`config.mk`:
```
export PLATFORM = sky130hd
export DESIGN_NAME = bootrom_arbiter
export DESIGN_NICKNAME = d
export VERILOG_FILES = /design/src/rtl/bootrom_arbiter_pkg.sv /design/src/rtl/rr_arbiter.sv /design/src/rtl/bootrom_arbiter.sv
export SDC_FILE = /design/constraint.sdc
export NUM_CORES = 1
export LEC_CHECK = 0
export ABC_AREA = 1
export BUFFER_PORTS_ARGS = -buffer_cell sky130_fd_sc_hd__buf_2
export CAP_MARGIN = 25
export CORE_AREA = 2 2 116 118
export CTS_BUF_LIST = sky130_fd_sc_hd__clkbuf_4 sky130_fd_sc_hd__clkbuf_8
export DETAILED_ROUTE_END_ITERATION = 7
export DIE_AREA = 0 0 118 120
export GPL_ROUTABILITY_DRIVEN = 1
export PLACE_DENSITY = 0.71
export SKIP_CTS_REPAIR_TIMING = 1
export SYNTH_ARGS = -nofsm -noshare
export SYNTH_HDL_FRONTEND = slang
export SYNTH_HIERARCHICAL = 1
export SYNTH_SLANG_ARGS = --single-unit
```
`constraint.sdc`:
```
create_clock -name clk -period 1.35 [get_ports clk]
set_input_delay 0.27 -clock clk [delete_from_list [all_inputs] [get_ports clk]]
set_output_delay 0.27 -clock clk [all_outputs]
set_load 0.1 [all_outputs]
```
`src/rtl/bootrom_arbiter_pkg.sv`:
```
// Shared types and helpers for the boot ROM arbiter: FSM states, the default ROM depth
// and the address window test.
package bootrom_arbiter_pkg;

    typedef enum logic [1:0] {
        IDLE,
        ACCESS,
        RESP
    } state_e;

    localparam int unsigned ROM_WORDS_DEF = 64;

    // The whole address takes part in the test, so nonzero upper bits are always outside the window.
    function automatic logic addr_out_of_window(input logic [63:0] addr, input int unsigned rom_words);
        return addr >= (64'(rom_words) << 2);
    endfunction

endpackage

```
`src/rtl/rr_arbiter.sv`:
```
// Combinational round-robin priority rotate: grants the first request found by
// searching upward from the pointer and wrapping modulo NREQ.
module rr_arbiter #(
    parameter int unsigned NREQ = 2,
    localparam int unsigned PW = (NREQ > 1) ? $clog2(NREQ) : 1
) (
    input  logic [NREQ-1:0] req_i,
    input  logic [PW-1:0]   ptr_i,
    output logic [NREQ-1:0] gnt_o,
    output logic [PW-1:0]   idx_o
);

    always_comb begin : search
        int unsigned cand;
        logic        found;
        cand  = 0;
        found = 1'b0;
        gnt_o = '0;
        idx_o = '0;
        for (int unsigned i = 0; i < NREQ; i++) begin
            cand = (32'(ptr_i) + i) % NREQ;
            if (!found && req_i[cand]) begin
                found        = 1'b1;
                gnt_o[cand]  = 1'b1;
                idx_o        = PW'(cand);
            end
        end
    end

endmodule

```
`src/rtl/bootrom_arbiter.sv`:
```
// Round-robin arbiter sharing one combinational boot ROM between NREQ fetch ports;
// one access per grant, registered read data and a one-cycle ack/err pulse.
module bootrom_arbiter
    import bootrom_arbiter_pkg::*;
#(
    parameter int unsigned AW        = 32,
    parameter int unsigned DW        = 32,
    parameter int unsigned NREQ      = 2,
    parameter int unsigned ROM_WORDS = ROM_WORDS_DEF
) (
    input  logic                 clk,
    input  logic                 rst,
    input  logic [NREQ*AW-1:0]   req_addr_i,
    input  logic [NREQ*DW-1:0]   req_din_i,
    input  logic [NREQ-1:0]      req_en_i,
    input  logic [NREQ-1:0]      req_we_i,
    output logic [NREQ*DW-1:0]   req_dout_o,
    output logic [NREQ-1:0]      req_ack_o,
    output logic [NREQ-1:0]      req_err_o,
    output logic [AW-1:0]        rom_addr_o,
    output logic [DW-1:0]        rom_din_o,
    output logic                 rom_en_o,
    output logic                 rom_we_o,
    input  logic [DW-1:0]        rom_dout_i
);

    localparam int unsigned PW = (NREQ > 1) ? $clog2(NREQ) : 1;

    state_e                  state_q, state_d;
    logic [PW-1:0]           ptr_q, ptr_d;
    logic [PW-1:0]           gidx_q, gidx_d;
    logic [AW-1:0]           addr_q, addr_d;
    logic                    err_q, err_d;
    logic                    rom_en_q, rom_en_d;
    logic [NREQ-1:0]         ack_q, ack_d;
    logic [NREQ-1:0]         rerr_q, rerr_d;
    logic [NREQ-1:0][DW-1:0] dout_q, dout_d;

    logic [NREQ-1:0]         arb_gnt;
    logic [PW-1:0]           arb_idx;
    logic                    unused_din;

    rr_arbiter #(.NREQ(NREQ)) u_arb (
        .req_i (req_en_i),
        .ptr_i (ptr_q),
        .gnt_o (arb_gnt),
        .idx_o (arb_idx)
    );

    // The write qualifier is folded into the error flag at grant time; a latched
    // error is the only thing ACCESS/RESP need to know about it.
    always_comb begin
        state_d  = state_q;
        ptr_d    = ptr_q;
        gidx_d   = gidx_q;
        addr_d   = addr_q;
        err_d    = err_q;
        rom_en_d = 1'b0;
        ack_d    = '0;
        rerr_d   = '0;
        dout_d   = dout_q;
        unique case (state_q)
            IDLE: begin
                if (|arb_gnt) begin
                    gidx_d   = arb_idx;
                    addr_d   = req_addr_i[32'(arb_idx) * AW +: AW];
                    err_d    = req_we_i[arb_idx] | addr_out_of_window(64'(addr_d), ROM_WORDS);
                    rom_en_d = ~err_d;
                    state_d  = ACCESS;
                end
            end
            ACCESS: begin
                if (rom_en_q) begin
                    dout_d[gidx_q] = rom_dout_i;
                end
                ack_d[gidx_q]  = 1'b1;
                rerr_d[gidx_q] = err_q;
                state_d        = RESP;
            end
            RESP: begin
                ptr_d   = (gidx_q == PW'(NREQ - 1)) ? '0 : gidx_q + 1'b1;
                state_d = IDLE;
            end
            default: state_d = IDLE;
        endcase
    end

    always_ff @(posedge clk or negedge rst) begin
        if (!rst) begin
            state_q  <= IDLE;
            ptr_q    <= '0;
            gidx_q   <= '0;
            addr_q   <= '0;
            err_q    <= 1'b0;
            rom_en_q <= 1'b0;
            ack_q    <= '0;
            rerr_q   <= '0;
            dout_q   <= '0;
        end else begin
            state_q  <= state_d;
            ptr_q    <= ptr_d;
            gidx_q   <= gidx_d;
            addr_q   <= addr_d;
            err_q    <= err_d;
            rom_en_q <= rom_en_d;
            ack_q    <= ack_d;
            rerr_q   <= rerr_d;
            dout_q   <= dout_d;
        end
    end

    assign req_dout_o = dout_q;
    assign req_ack_o  = ack_q;
    assign req_err_o  = rerr_q;
    assign rom_addr_o = addr_q;
    assign rom_en_o   = rom_en_q;
    assign rom_din_o  = '0;
    assign rom_we_o   = 1'b0;
    assign unused_din = ^req_din_i;

endmodule

```
# After elaboration in Yosys (flattened, before gate mapping)
# Cells that the tools add are included.
# totals
word_cells	64
regBits	106
inputBits	166
# op_classes
n_eq_ne	3
order_cmp	8
addsub	2
reduce_logical	9
shift	1
bitwise_logic	4
mux	27
# op_table
operator	n
bitwise mux 64 bit	1
indexed part select 64 x 7 -> 32 bit	1
demux 32 bit (select 1 bit)	1
greater-or-equal comparator 32 x 9 -> 1 bit (second input constant)	1
two-way mux 32 bit	1
two-way mux 1 bit	15
two-way mux 2 bit	5
< comparator 1 x 2 -> 1 bit (second input constant)	4
logical AND 1 bit	4
one-hot mux 2 bit (2 select lines)	1
AND reduction 2 bit	2
demux 1 bit (select 1 bit)	3
greater-or-equal comparator 1 bit (second input constant)	3
adder 1 bit (second input constant)	2
bitwise AND 2 bit	1
equality test 2 x 1 -> 1 bit (second input constant)	1
equality test 2 bit (second input constant)	1
logical NOT 2 bit	1
inequality test 2 bit (second input constant)	1
bitwise OR 2 bit	1
OR reduction 2 bit	1
logical NOT 1 bit	1
NOT 1 bit	1
bitwise OR 1 bit	1

# Logic depth before layout (Yosys ltp)
# depth
depth_word	12
ltp_mapped	13
depth_no_buf	12

# Hierarchy
# Netlist, hierarchy kept.
# modules_own_cells
module	instances	area_per_inst_um2	cells_each
bootrom_arbiter	1	4598.2	536
rr_arbiter	1	23.8	6

# Least setup slack after synthesis
# Ideal clock, no wire load.
# synth_path
path_type	register to register
from	reg rom_en_q (netlist: rom_en_o)
to	reg dout_q, in the netlist req_dout_o[21]
stages_incl_launch_ff	5
required_ns	1.217
path_slack_ns	-0.340
t_arrival_ns	1.557
period_less_slack_ns	1.690
setup_time_ns	0.133
path_cell_list	dfrtp_1 -> nand2_2 -> clkbuf_1 -> nand2_1 -> o21ai_0
# synth_between
elab_chain_len	1
# synth_rtl
element	line	rtl
start: declaration	bootrom_arbiter.sv:34	logic rom_en_q, rom_en_d;
start signal: assignment	bootrom_arbiter.sv:105	rom_en_q <= rom_en_d;
AND reduction 2 bit (no source line)	--	
end signal: assignment	bootrom_arbiter.sv:108	dout_q <= dout_d;
end: declaration	bootrom_arbiter.sv:37	logic [NREQ-1:0][DW-1:0] dout_q, dout_d;
# No other way between the ends.
# A chain may end at the register's enable or synchronous reset.

# Final worst setup path
# layout_path
from	reg ptr_q
to	reg err_q
# layout_between
elab_chain_len	9
word_cells_on_any_way	30
classes_between	add/sub (1); order compare (5); shift (1); mux (15); bitwise (2); reduce/logical (6)
# layout_rtl
element	line	rtl
start: declaration	bootrom_arbiter.sv:30	logic [PW-1:0] ptr_q, ptr_d;
start signal: assignment	bootrom_arbiter.sv:101	ptr_q <= ptr_d;
two-way mux 1 bit (not written as such) (2 in series)	rr_arbiter.sv:22	if (!found && req_i[cand]) begin
two-way mux 1 bit	rr_arbiter.sv:22	
logical NOT 1 bit	rr_arbiter.sv:22	
logical AND 1 bit	rr_arbiter.sv:22	
two-way mux 1 bit (*)	rr_arbiter.sv:22	
named net arb_idx	bootrom_arbiter.sv:40	logic [PW-1:0] arb_idx;
indexed part select 64 x 7 -> 32 bit / two-way mux 1 bit (equally long branches)	bootrom_arbiter.sv:66, bootrom_arbiter.sv:67	
greater-or-equal comparator 32 x 9 -> 1 bit / two-way mux 1 bit (equally long branches)	bootrom_arbiter_pkg.sv:15, bootrom_arbiter.sv:67	
bitwise OR 1 bit (*)	bootrom_arbiter.sv:67	err_d = req_we_i[arb_idx] | addr_out_of_window(64'(addr_d), ROM_WORDS);
end signal: assignment	bootrom_arbiter.sv:104	err_q <= err_d;
end: declaration	bootrom_arbiter.sv:33	logic err_q, err_d;
# Mark *: on every way through the listed nets, which the timed path passes. The rest lies on a longest branch. The select of a mux whose other input is x is not followed.

==> reports/results.ini <==
[run_status]
status=finished, violations left
violations=setup timing

[setup_path]
setup.worst_path.end_class=flip-flop
startpoint=ptr_q
cpMostUsedCell=nand2_1
critPathArrivalTime_ps=1890
worstSetupStartpointType=flip-flop
crit_required_ps=1610
cp_num_buf_inv=1
slowest_delay_ps=410
path_cells=nand2_2 > nand2_4 > buf_12 > nand2_1 > nand2_1 > nor2_2 > nand2_1 > nor2_1 > nand2_1 > nor2_2 > nor2_1
crit_slowest_cell=dfrtp_1
crit-reg2reg-launch=ptr_q
path_max_fanout=21
critPathTopFamily=simple AND/OR/NAND/NOR gates
worstSetupPathType=reg -> reg

[cts]
cts_made_buffers=9
clockBufferDepth=2
cts_sinks=106
clk_latency_ps=370
cts_tree=yes
htreeDepth=3
clkTransAtPathRegs_ps=100
clockRootBuffer=clkbuf_8

[yosys]
yosysTopAreaCellShare_pct=57.4
synth_top_family_by_area=simple AND/OR/NAND/NOR gates
synth_edf_count=0
netlist_top_cells_area=dfrtp_1 (57%), nand2_1 (14%), o21ai_0 (7.3%)
synth_warnings=6
netlist_instances=542
async_reset_ff_share_pct=100
synth.cell_area_um2=4620
synth_common_cells=nand2_1 (168), dfrtp_1 (106), o21ai_0 (67)
synth_fa_ha_area_share_pct=0
ys_types=19
ys.flop_type=dfrtp_1
syn_area_per_cell_um2=8.53
ys_seq_elements=106
synth_simple_gate_area_share_pct=17.9
yosysTopAreaCell=dfrtp_1
yosysMostFrequentCell=nand2_1
synthMuxAreaShare_pct=0
synth_compound_area_share_pct=12.2
synth-xor-area-share_pct=0
synth-seq-area-share_pct=57.4

[die]
die_area_um2=14200
initial_core_util_pct=35.6
core_area_um2=13000
die_y_um=120
rows=42
pin_count=300
die_x_um=118

[global_routing]
grt_util_all_layers_pct=16.6
grt_pass1_wl_mm=18.8
grt_pass1_vias=3862
grt_busiest_layer=met2
gr-usage-met1_pct=22.0
antenna_found_initial=0
gr-total-overflow=0
use_met3_pct=5.47
grtUsageMet2_pct=26.3
grt_max_degree=65

[timing]
setup_ws_ps=-284
hold_viol_final=0
period_minus_slack_ps=1630
grt_setup_unrepaired=yes
fmax_mhz=612
clock_skew_ps=14.4
setup_viol=86
drv_slew=0
post-route-period-util_pct=121

[placement]
place.gp.congestion=0.793
dp_slack_ps=-337
place_hpwl_mm=8.86
numPortBuffers=202

[route]
drtPass1Iterations=4
avgViaCountPerCell=4.71
initialDrtViolationCount=249
ant_nets=0
wirelength_mm=16.2
drc=0
vias=4586
wl_per_cell_um=16.6

[power_and_ir_drop]
p_leak_nw=4.26
vdd_drop_max_uv=1980
power_w=0.0161
powerDensity_nw_per_um2=1880

[run]
cap_violations=0

[layout]
nets=959
area_delta_synth_final_pct=85.6
regArea_um2=2670
diodes=0
utilization_pct=66.1
multiInputGateArea_um2=2170
nFillCells=963
drive_gt1_share_pct=53.8

[min_path]
worstHoldStart=req_addr_i[3]
worst_hold_path_type=in -> reg

worst paths after layout:
check                      slack (ps)              to  cells past startpoint
max                              -280           err_q                     11
min                               150   rom_addr_o[3]                      3
max reg2reg                      -280           err_q                     11
min reg2reg                       500  req_dout_o[13]                      2
max in group asynchronous         430        rom_en_o                      3
min in group asynchronous         350  req_dout_o[57]                      2
sequential cells by signal, summed over array words and instances, names as in the netlist:
signal,count
req_err_o,2
ptr_q,1
state_q,2
rom_addr_o,32
rom_en_o,1
req_dout_o,64
req_ack_o,2
gidx_q,1
err_q,1
routing by layer:
metal / wire length [um] / share of wire, %
met5: 0 / 0
met4: 452 / 2.8
met3: 1160 / 7.2
met2: 8250 / 51
met1: 6300 / 39
worst min-delay path, delay by kind of cell:
family | cells | cell delay (ps)
AO/OA/AOI/OAI | 1 | 70
buffers and inverters | 1 | 100
AND/OR/NAND/NOR | 1 | 50
through the flow:
step	instance area [um2]	TNS, ps	hold WS (ps)	cells
floorplan	4770	-46.5	-25.6	574
global placement	6920	-2440	184	924
detailed placement	6920	-2570	183	924
CTS	7090	-7200	-236	939
global route	8580	-14570	142	973
finish	8580	-8850	148	973
area by class of cell:
| type | instances | share of cell area, % |
|---|---|---|
| repair buffers | 264 | 35.9 |
| flip-flops and latches | 106 | 31.1 |
| multi-input cells | 352 | 25.3 |
| inverters | 58 | 2.86 |
| well taps | 176 | 2.57 |
| clock buffers | 11 | 1.69 |
| clock inverters | 4 | 0.321 |
| repair inverters | 2 | 0.204 |
power breakdown:
part / switching, W / total [W] / internal [W]
clock network: 0.00109 / 0.00183 / 0.000738
registers: 0.000642 / 0.00442 / 0.00378
logic: 0.00633 / 0.00989 / 0.00356
logic make-up after synthesis:
kind of cell | Yosys count
and+or+nand+nor | 212
DFF | 106
buffers and inverters | 116
AOI/OAI and AO/OA | 107
other | 1
placed cells by master, fill, tap and decap left out, types with 2 or more instances in the layout:
cell type / n
a31oi_2: 5
a31oi_4: 3
inv_6: 3
buf_6: 25
buf_2: 100
inv_1: 54
dfrtp_2: 10
nor2_1: 33
nand2_8: 2
nor2_4: 3
nor3_1: 2
o21ai_0: 2
a31oi_1: 13
nor2_2: 2
conb_1: 33
nand2_4: 36
nand2_1: 104
buf_8: 11
clkinv_2: 2
dfrtp_1: 95
o21ai_2: 53
buf_12: 78
clkbuf_16: 11
o21ai_1: 28
buf_4: 38
clkinv_8: 2
nand2_2: 28
clkbuf_8: 10
Power figures use the tool's default switching activity.
